File: config.mk
export PLATFORM = sky130hd
export DESIGN_NAME = i2s_rx
export DESIGN_NICKNAME = d
export VERILOG_FILES = /design/src/rtl/i2s_rx.sv
export SDC_FILE = /design/constraint.sdc
export NUM_CORES = 1
export LEC_CHECK = 0
export ABC_AREA = 1
export BUFFER_PORTS_ARGS = -buffer_cell sky130_fd_sc_hd__buf_2
export CORE_MARGIN = 10
export CORE_UTILIZATION = 55
export CTS_CLUSTER_DIAMETER = 60
export DETAILED_ROUTE_END_ITERATION = 12
export GPL_ROUTABILITY_DRIVEN = 1
export PLACE_DENSITY_LB_ADDON = 0.15
export SLEW_MARGIN = 20
export SYNTH_ARGS = -nofsm -noshare
export SYNTH_HDL_FRONTEND = slang
export SYNTH_SLANG_ARGS = --single-unit
File: constraint.sdc
create_clock -name pclk -period 2.7 [get_ports pclk]
set_input_delay 0.135 -clock pclk [delete_from_list [all_inputs] [get_ports pclk]]
set_output_delay 0.135 -clock pclk [all_outputs]
set_load 0.02 [all_outputs]
File: src/rtl/i2s_rx.sv
`default_nettype none
// ============================================================================
// Module   : i2s_rx
// Purpose  : I2S slave receiver. Synchronises external SCK/WS/SD into pclk,
//            deserialises MSB-first words and pushes them into per-channel
//            first-word-fall-through FIFOs with sticky overflow flags.
// Options  : define I2S_RX_IRQ_EN to add a registered irq output
//            (overflow on either channel or data available in either FIFO).
// Revision : 1.0 - initial release
// ============================================================================
module i2s_rx #(
    parameter int DATA_W      = 32,
    parameter int FIFO_DEPTH  = 4,
    parameter int SYNC_STAGES = 2
) (
    input  logic              pclk,
    input  logic              preset,
    input  logic              i2s_enable,
    input  logic              i2s_sck_i,
    input  logic              i2s_ws_i,
    input  logic              i2s_sd_i,
    input  logic              rxl_pop,
    input  logic              rxr_pop,
    input  logic              ovf_clr,
    output logic [DATA_W-1:0] rxl_data,
    output logic [DATA_W-1:0] rxr_data,
`ifdef I2S_RX_IRQ_EN
    output logic              irq,
`endif
    output logic              fifol_empty,
    output logic              fifol_full,
    output logic              fifor_empty,
    output logic              fifor_full,
    output logic              ovf_l,
    output logic              ovf_r
);

    localparam int c_PTR_W = $clog2(FIFO_DEPTH);
    localparam int c_CNT_W = c_PTR_W + 1;
    localparam int c_BIT_W = $clog2(DATA_W + 1);
    localparam int c_IDX_W = $clog2(DATA_W);

    localparam logic [c_BIT_W-1:0] c_BIT_ONE   = c_BIT_W'(1);
    localparam logic [c_BIT_W-1:0] c_DATA_CNT  = c_BIT_W'(DATA_W);
    localparam logic [c_BIT_W-1:0] c_MSB_CNT   = c_BIT_W'(DATA_W - 1);
    localparam logic [c_PTR_W-1:0] c_PTR_ONE   = c_PTR_W'(1);
    localparam logic [c_CNT_W-1:0] c_CNT_ONE   = c_CNT_W'(1);
    localparam logic [c_CNT_W-1:0] c_DEPTH_CNT = c_CNT_W'(FIFO_DEPTH);

    localparam logic [1:0] c_ST_IDLE = 2'd0;
    localparam logic [1:0] c_ST_SYNC = 2'd1;
    localparam logic [1:0] c_ST_RECV = 2'd2;

    // ------------------------------------------------------------------
    // Input synchronisers: bit 2 = SCK, bit 1 = WS, bit 0 = SD
    // ------------------------------------------------------------------
    logic [2:0] sync_q [SYNC_STAGES];
    logic [2:0] sync_d [SYNC_STAGES];
    logic       sck_prev_q, sck_prev_d;
    logic       w_sck_s, w_ws_s, w_sd_s;
    logic       w_sck_rise, w_ws_edge;

    // Shift the three raw inputs down the synchroniser chain
    always_comb begin
        sync_d[0] = {i2s_sck_i, i2s_ws_i, i2s_sd_i};
        for (int i = 1; i < SYNC_STAGES; i++) begin
            sync_d[i] = sync_q[i-1];
        end
    end

    assign w_sck_s    = sync_q[SYNC_STAGES-1][2];
    assign w_ws_s     = sync_q[SYNC_STAGES-1][1];
    assign w_sd_s     = sync_q[SYNC_STAGES-1][0];
    assign sck_prev_d = w_sck_s;
    assign w_sck_rise = w_sck_s & ~sck_prev_q;

    // Synchroniser and edge-detect registers
    always_ff @(posedge pclk) begin
        if (preset) begin
            for (int i = 0; i < SYNC_STAGES; i++) begin
                sync_q[i] <= '0;
            end
            sck_prev_q <= 1'b0;
        end else begin
            for (int i = 0; i < SYNC_STAGES; i++) begin
                sync_q[i] <= sync_d[i];
            end
            sck_prev_q <= sck_prev_d;
        end
    end

    // ------------------------------------------------------------------
    // Receive FSM and deserialiser
    // ------------------------------------------------------------------
    logic [1:0]         state_q, state_d;
    logic [DATA_W-1:0]  shift_q, shift_d;
    logic [c_BIT_W-1:0] bit_cnt_q, bit_cnt_d;
    logic               ws_prev_q, ws_prev_d;
    logic               push_q, push_d;
    logic [DATA_W-1:0]  push_word_q, push_word_d;
    logic               push_sel_q, push_sel_d;
    logic [DATA_W-1:0]  w_shift_ins;
    logic [c_IDX_W-1:0] w_bit_idx;

    assign w_ws_edge = (w_ws_s != ws_prev_q);

    // State and datapath registers
    always_ff @(posedge pclk) begin
        if (preset) begin
            state_q     <= c_ST_IDLE;
            shift_q     <= '0;
            bit_cnt_q   <= '0;
            ws_prev_q   <= 1'b0;
            push_q      <= 1'b0;
            push_word_q <= '0;
            push_sel_q  <= 1'b0;
        end else begin
            state_q     <= state_d;
            shift_q     <= shift_d;
            bit_cnt_q   <= bit_cnt_d;
            ws_prev_q   <= ws_prev_d;
            push_q      <= push_d;
            push_word_q <= push_word_d;
            push_sel_q  <= push_sel_d;
        end
    end

    // Next state: disable always wins; SYNC leaves on the first WS transition
    always_comb begin
        state_d = state_q;
        if (!i2s_enable) begin
            state_d = c_ST_IDLE;
        end else begin
            case (state_q)
                c_ST_IDLE: state_d = c_ST_SYNC;
                c_ST_SYNC: if (w_sck_rise && w_ws_edge) state_d = c_ST_RECV;
                c_ST_RECV: state_d = c_ST_RECV;
                default:   state_d = c_ST_IDLE;
            endcase
        end
    end

    // Deserialiser: capture bits MSB first, emit a word on each WS transition
    always_comb begin
        shift_d     = shift_q;
        bit_cnt_d   = bit_cnt_q;
        ws_prev_d   = ws_prev_q;
        push_d      = 1'b0;
        push_word_d = push_word_q;
        push_sel_d  = push_sel_q;
        w_bit_idx   = c_IDX_W'(c_MSB_CNT - bit_cnt_q);
        w_shift_ins = shift_q;
        // Bits past DATA_W are dropped so long words keep their MSBs
        if (bit_cnt_q < c_DATA_CNT) begin
            w_shift_ins[w_bit_idx] = w_sd_s;
        end

        if (w_sck_rise) begin
            ws_prev_d = w_ws_s;
        end

        if (!i2s_enable || state_q == c_ST_IDLE) begin
            shift_d   = '0;
            bit_cnt_d = '0;
        end else if (w_sck_rise) begin
            if (state_q == c_ST_SYNC) begin
                // The bit on the WS transition closes the discarded partial word
                if (w_ws_edge) begin
                    shift_d   = '0;
                    bit_cnt_d = '0;
                end
            end else if (state_q == c_ST_RECV) begin
                if (w_ws_edge) begin
                    // WS leads by one bit: this bit is the LSB of the old channel's word
                    push_d      = 1'b1;
                    push_word_d = w_shift_ins;
                    push_sel_d  = ws_prev_q;
                    shift_d     = '0;
                    bit_cnt_d   = '0;
                end else begin
                    shift_d = w_shift_ins;
                    if (bit_cnt_q < c_DATA_CNT) begin
                        bit_cnt_d = bit_cnt_q + c_BIT_ONE;
                    end
                end
            end
        end
    end

    // ------------------------------------------------------------------
    // Per-channel FIFOs: index 0 = left, 1 = right
    // ------------------------------------------------------------------
    logic              w_pop_req [2];
    logic [DATA_W-1:0] w_head    [2];
    logic              w_empty   [2];
    logic              w_full    [2];
    logic              w_ovf     [2];

    assign w_pop_req[0] = rxl_pop;
    assign w_pop_req[1] = rxr_pop;

    for (genvar ch = 0; ch < 2; ch++) begin : g_chan
        localparam logic c_SEL = (ch == 1);

        logic [DATA_W-1:0]  mem_q [FIFO_DEPTH];
        logic [DATA_W-1:0]  mem_d [FIFO_DEPTH];
        logic [c_PTR_W-1:0] wr_ptr_q, wr_ptr_d;
        logic [c_PTR_W-1:0] rd_ptr_q, rd_ptr_d;
        logic [c_CNT_W-1:0] count_q, count_d;
        logic               empty_q, empty_d;
        logic               full_q, full_d;
        logic               ovf_q, ovf_d;
        logic               w_req_push, w_do_push, w_do_pop;

        assign w_req_push = push_q && (push_sel_q == c_SEL);

        // FIFO update: a pop on a full FIFO frees the slot for a same-cycle push
        always_comb begin
            w_do_pop  = w_pop_req[ch] && !empty_q;
            w_do_push = w_req_push && (!full_q || w_do_pop);
            mem_d     = mem_q;
            wr_ptr_d  = wr_ptr_q;
            rd_ptr_d  = rd_ptr_q;
            count_d   = count_q;
            if (w_do_push) begin
                mem_d[wr_ptr_q] = push_word_q;
                wr_ptr_d        = wr_ptr_q + c_PTR_ONE;
            end
            if (w_do_pop) begin
                rd_ptr_d = rd_ptr_q + c_PTR_ONE;
            end
            if (w_do_push && !w_do_pop) begin
                count_d = count_q + c_CNT_ONE;
            end else if (!w_do_push && w_do_pop) begin
                count_d = count_q - c_CNT_ONE;
            end
            empty_d = (count_d == '0);
            full_d  = (count_d == c_DEPTH_CNT);
            ovf_d   = (ovf_q && !ovf_clr) || (w_req_push && !w_do_push);
        end

        // FIFO storage, pointers and registered status
        always_ff @(posedge pclk) begin
            if (preset) begin
                for (int i = 0; i < FIFO_DEPTH; i++) begin
                    mem_q[i] <= '0;
                end
                wr_ptr_q <= '0;
                rd_ptr_q <= '0;
                count_q  <= '0;
                empty_q  <= 1'b1;
                full_q   <= 1'b0;
                ovf_q    <= 1'b0;
            end else begin
                for (int i = 0; i < FIFO_DEPTH; i++) begin
                    mem_q[i] <= mem_d[i];
                end
                wr_ptr_q <= wr_ptr_d;
                rd_ptr_q <= rd_ptr_d;
                count_q  <= count_d;
                empty_q  <= empty_d;
                full_q   <= full_d;
                ovf_q    <= ovf_d;
            end
        end

        assign w_head[ch]  = empty_q ? '0 : mem_q[rd_ptr_q];
        assign w_empty[ch] = empty_q;
        assign w_full[ch]  = full_q;
        assign w_ovf[ch]   = ovf_q;
    end

    assign rxl_data    = w_head[0];
    assign rxr_data    = w_head[1];
    assign fifol_empty = w_empty[0];
    assign fifol_full  = w_full[0];
    assign fifor_empty = w_empty[1];
    assign fifor_full  = w_full[1];
    assign ovf_l       = w_ovf[0];
    assign ovf_r       = w_ovf[1];

`ifdef I2S_RX_IRQ_EN
    logic irq_q, irq_d;

    assign irq_d = w_ovf[0] | w_ovf[1] | ~w_empty[0] | ~w_empty[1];

    // Interrupt: any overflow or any channel holding data
    always_ff @(posedge pclk) begin
        if (preset) begin
            irq_q <= 1'b0;
        end else begin
            irq_q <= irq_d;
        end
    end

    assign irq = irq_q;
`endif

endmodule
`default_nettype wire
==> impl_metrics.ini, run 1 <==
[sta]
fin_crit_sh = 0.8967
drv_slew = 0
rsz0062_at_grt = false
finalHoldWorstSlack_ns = 0.04649
fin_crit_ns = 2.421
setup_viol = 0
setup_tns_ns = 0
setup_slack_ns = 0.2790
hold_viol = 0
worstMarginPinSlew_ns = 0.9191
relSlewSlack = 0.3873
fin_worst_skew_ns = 0.009483
max_freq_ghz = 0.4131

[routing]
drt-initial-drc-count = 1432
wirelength_mm = 45.07
drc = 0
first_pass_iters = 6
vias = 14759
wl_per_cell_um = 17.55
viasPerCell = 5.747
ant_nets = 0

[yosys]
synth_cells = 2198
syn_avg_cell_area_um2 = 7.183
ys_ff_latch = 358
yosysTopAreaCellShare = 0.4540
ys_warn_count = 0
synthXorXnorAreaFrac = 0.003883
synth_mux_area_frac = 0
ys_seq_area_frac = 0.4540
synth.largest_area_cell = dfxtp_1
syn_area_um2 = 15790
synth-compound-area-share = 0.2729
synth_fp_nets = 2227
yosys.area_share.simple = 0.1533
synth_top_cells_by_area = dfxtp_1 45%, a21oi_1 17%, o21ai_0 8.9%
synth_top_family_by_area = compound AO/OA/AOI/OAI gates
synth_cell_types = 28
synth-adder-area-share = 0.01585

[cells_and_area]
num_antenna_cells = 0
multi_input_area_um2 = 7041
nNetsFinal = 2192
layout_common_cells = 528 x a21oi_1, 356 x dfxtp_1, 281 x o21ai_0
drive_gt1_frac = 0.09543
fin_cells = 2568
register_area_um2 = 7169
n_fill_cell = 2587
syn_to_final_growth_pct = 10.88
final_common_cell = a21oi_1

[place]
place_congestion = 0.8534
numPortBuffers = 78
dp_hpwl_mm = 27.41
dp_slack_ns = 0.7801
dp_cells = 2494

[clocking]
clockBufferDepth = 3
clkSinkCount = 358
cts_root_buffer = clkbuf_16
cts_tree = built
clk_latency_ns = 0.52
numCtsBuffers = 39
cts.clk_slew.worst_paths_ns = 0.06
htreeDepth = 2

[critical_path]
cp_common_cell = a21oi_1
reg2reg_from = bit_cnt_q[1]
endpoint = rxr_data[0]
startpoint = g_chan[1].rd_ptr_q[0]
path_delay_family = buffers and inverters
slowest_stage = clkinv_1
critical_path_depth = 6
r2r-end = shift_q[4]
path_class = reg -> out
rrSetupSlack_ns = 0.72
worst-r2r-cell-count = 8
critPathRequiredTime_ns = 2.57
path_cells = clkinv_1 -> buf_12 -> a21oi_1 -> o21ai_0 -> a21oi_1 -> buf_2
cpPeakStageDelay_ns = 0.35
path_buf_inv = 3
endpoint_kind = output port
cp-start-kind = flip-flop
arrival_ns = 2.29
cp_max_fo = 50

[floorplan]
core_um2 = 28090
io_pins = 79
die_w_um = 189.4
core.rowCount = 61
dieHeight_um = 189.4
die-area_um2 = 35880
start_util = 0.5621

[pwr]
vdd_drop_max_mv = 0.7430
pwr-share-comb = 0.130
p_leak_nw = 6.167
power_frac_clock = 0.425
sequentialPowerShare = 0.445
p_per_area_nw_per_um2 = 693.1
internal_power_mw = 8.867
p_total_mw = 12.13
switchingPower_mw = 3.265
swShare = 0.2691

[global_routing]
antenna_found_initial = 0
grt_overflow = 0
grt_use_total = 0.2455
grt_pass1_vias = 13747
grt_max_degree = 80
grt_pass1_wl_mm = 73.28

[job]
cap_violations = 0

[outcome]
status = finished, final reports clean

[hold_path]
hold_class = in -> reg
[Yosys cell counts, drive strengths merged]
cell type	number
clkinv	2
or2	9
a21o	2
xnor2	1
inv	202
buf	45
nand3	191
a21oi	530
o211ai	1
nor3	4
ha	20
nor2	77
o21ai	304
xor2	6
nand4	6
nand2	271
o21bai	12
dfxtp	358
clkbuf	157
[routing by layer]
layer | track usage | routed length (µm) | share of wire | vias to the layer above
li1 | - | - | - | 7253
met2 | 0.3973 | 20750 | 0.46 | 533
met5 | 0 | 0 | 0 | -
met1 | 0.3293 | 19730 | 0.44 | 6888
met3 | 0.03344 | 3204 | 0.071 | 85
met4 | 0.08364 | 1388 | 0.031 | 0
[flip-flops by register name, indices dropped and copies added, names as in the netlist]
signal	cells
g_chan.mem_q	256
push_word_q	32
shift_q	32
bit_cnt_q	6
g_chan.count_q	6
sync_q	6
g_chan.rd_ptr_q	4
g_chan.wr_ptr_q	4
state_q	2
fifol_empty	1
fifol_full	1
fifor_empty	1
fifor_full	1
ovf_l	1
ovf_r	1
push_q	1
push_sel_q	1
sck_prev_q	1
ws_prev_q	1
[cell families after synthesis]
logic type | after synthesis
flip-flops | 358
AND/OR/NAND/NOR | 558
adder cells (fa/ha/maj) | 20
AO/OA/AOI/OAI | 849
buffers and inverters | 406
XOR/XNOR | 7
[how the worst min path moves through the flow]
stage                              end  slack [ns]  depth (start not counted)      from
final                            ovf_r        0.05                          4   rxr_pop
after global routing             ovf_r        0.07                          4   rxr_pop
after CTS                        ovf_r        0.04                          4   rxr_pop
after detailed placement  sync_q[0][1]        0.35                          3  i2s_ws_i
after global placement    sync_q[0][0]        0.34                          3  i2s_sd_i
after floorplan           sync_q[0][0]        0.24                          2  i2s_sd_i
[area by class of cell]
class,count,area share
inverter,204,0.04389
clock buffer,58,0.06683
sequential,358,0.4096
timing repair buffer,126,0.04603
tap,378,0.02702
multi-input combinational,1434,0.4022
clock inverter,10,0.004503
[what timing repair did]
action                                  CTS  global route
endpoints found under the hold margin     9             0
hold buffers                              6             0
resized for setup                         0             0
endpoints found under the setup margin    0             0
setup buffers                             0             0
[power by group through the flow]
stage | Sequential, mW | Clock [mW] | Combinational (mW)
finish | 5.40 | 5.16 | 1.58
global route | 5.40 | 5.44 | 1.73
CTS | 5.40 | 5.23 | 1.57
detailed placement | 5.51 | 0 | 1.56
global placement | 5.51 | 0 | 1.54
floorplan | 5.53 | 0 | 1.06
[worst register-to-register path, stage by stage, from the launching register on]
cell and delay, ns:
dfxtp_1 0.41, ha_1 0.30, nand2_1 0.25, inv_1 0.31, nand2_1 0.11, o21ai_0 0.28
inv_1 0.07, nand2_1 0.06, a21oi_1 0.06
[per-stage QoR]
stage,util,area (µm²)
finish,0.6233,17510
global route,0.6233,17510
CTS,0.6233,17510
detailed placement,0.5767,16200
global placement,0.5767,16200
floorplan,-,15790
Note: power is estimated with default switching activity, not from simulation.
==> run 2, diff against run 1 <==
--- a/config.mk
+++ b/config.mk
@@ -7,13 +7,14 @@
 export LEC_CHECK = 0
 export ABC_AREA = 1
 export BUFFER_PORTS_ARGS = -buffer_cell sky130_fd_sc_hd__buf_2
+export CORE_ASPECT_RATIO = 1.5
 export CORE_MARGIN = 10
 export CORE_UTILIZATION = 55
 export CTS_CLUSTER_DIAMETER = 60
 export DETAILED_ROUTE_END_ITERATION = 12
 export GPL_ROUTABILITY_DRIVEN = 1
 export PLACE_DENSITY_LB_ADDON = 0.15
-export SLEW_MARGIN = 20
+export SLEW_MARGIN = 25
 export SYNTH_ARGS = -nofsm -noshare
 export SYNTH_HDL_FRONTEND = slang
 export SYNTH_SLANG_ARGS = --single-unit
==> impl_metrics.ini, run 2 (synthesized netlist as in run 1, its figures left out) <==
[pwr]
p_total_mw = 12.02
vdd_drop_max_mv = 0.6008
p_leak_nw = 6.129
p_per_area_nw_per_um2 = 691.2

[critical_path]
critPathRequiredTime_ns = 2.57
cp-start-kind = flip-flop
endpoint = rxl_data[4]
cp_max_fo = 64
path_class = reg -> out
critical_path_depth = 6
path_buf_inv = 3
cp_common_cell = a21oi_1
path_cells = clkinv_1 -> buf_12 -> a21oi_1 -> o21ai_0 -> a21oi_1 -> buf_2
cpPeakStageDelay_ns = 0.58
arrival_ns = 2.31
worst-r2r-cell-count = 7
r2r-end = bit_cnt_q[3]
path_delay_family = buffers and inverters
reg2reg_from = state_q[1]
rrSetupSlack_ns = 0.57
slowest_stage = dfxtp_2
endpoint_kind = output port
startpoint = g_chan[0].rd_ptr_q[0]

[cells_and_area]
largest-register = g_chan.mem_q
final_area_um2 = 17400
top_regs = g_chan.mem_q x256, push_word_q x32, shift_q x32
largest_register_ffs = 256
num_antenna_cells = 0
final_common_cell = a21oi_1
final_core_util = 0.6179
layout_common_cells = 528 x a21oi_1, 356 x dfxtp_1, 281 x o21ai_0
syn_to_final_growth_pct = 10.18
nNetsFinal = 2188
drive_gt1_frac = 0.09258

[clocking]
numCtsBuffers = 35
htreeDepth = 2
clkSinkCount = 358
cts_root_buffer = clkbuf_16
postCtsHoldBufs = 6
cts-resized-gates = 0
cts_tree = built
cts.clk_slew.worst_paths_ns = 0.06
clk_latency_ns = 0.53
clockBufferDepth = 3
cts_setup_buffers = 0

[global_routing]
antenna_found_initial = 0
grt_overflow = 0
grt_max_degree = 106
grt_pass1_wl_mm = 72.53
grt_use_total = 0.2482
grt_pass1_vias = 13735

[sta]
worstMarginPinSlew_ns = 1.045
hold_viol = 0
relSlewSlack = 0.3037
fin_crit_ns = 2.449
fin_crit_sh = 0.9072
setup_tns_ns = 0
fin_worst_skew_ns = 0.01145
max_freq_ghz = 0.4083
rsz0062_at_grt = false
setup_viol = 0
setup_slack_ns = 0.2507
drv_slew = 0

[place]
dp_slack_ns = 0.6088
dp_hpwl_mm = 27.56
place_congestion = 0.8600
postPlaceCellArea_um2 = 16160
numPortBuffers = 78

[floorplan]
core_um2 = 28150
core.rowCount = 75
dieHeight_um = 227.5
die_w_um = 158.3
start_util = 0.5608
die-area_um2 = 36020
io_pins = 79

[routing]
viasPerCell = 5.837
drc = 0
drt-initial-drc-count = 1167
vias = 14756
wl_per_cell_um = 17.90
first_pass_iters = 5
wirelength_mm = 45.26
ant_nets = 0

[hold_path]
whs_path_depth = 4
hold_class = in -> reg

[outcome]
status = finished, final reports clean

[job]
cap_violations = 0
## run 2: tightest hold or removal path: stages
cell	delay, ns
buf_2	0.12
nand2_2	0.11
nand3_1	0.11
a21oi_1	0.06
## run 2: cell type report
class / count / area [µm²]
timing repair buffer: 126 / 805.8
clock buffer: 50 / 1025
inverter: 204 / 768.2
tap: 346 / 432.9
clock inverter: 10 / 153.9
sequential: 358 / 7169
fill: 2580 / 10760
multi-input combinational: 1434 / 7041
## run 2: layer usage
| layer | up-vias | GRT usage | wire length, µm |
|---|---|---|---|
| met5 | - | 0 | 0 |
| met4 | 0 | 0.1426 | 2396 |
| met3 | 109 | 0.03627 | 2711 |
| met2 | 498 | 0.4026 | 21580 |
| met1 | 6891 | 0.3077 | 18580 |
| li1 | 7258 | - | - |
## run 2: worst min path at each step
stage                     startpoint            to  slack [ns]
after global routing         rxr_pop         ovf_r        0.06
final                        rxr_pop         ovf_r        0.05
after CTS                    rxr_pop         ovf_r        0.03
after floorplan             i2s_sd_i  sync_q[0][0]        0.24
after global placement      i2s_sd_i  sync_q[0][0]        0.34
after detailed placement    i2s_sd_i  sync_q[0][0]        0.36
## run 2: per-stage QoR
step | instances | hold WS, ns
after global routing | 2528 | 0.06366
after detailed placement | 2462 | 0.3567
after global placement | 2462 | 0.3449
after floorplan | 2198 | 0.2420
final | 2528 | 0.05304
after CTS | 2528 | 0.03435
## run 2: where the power goes
group,internal (mW),switching (mW),leakage (nW)
clock network,3.02,2.04,0.582
logic,0.428,1.12,2.66
registers,5.34,0.0719,2.89
total,8.79,3.23,6.13
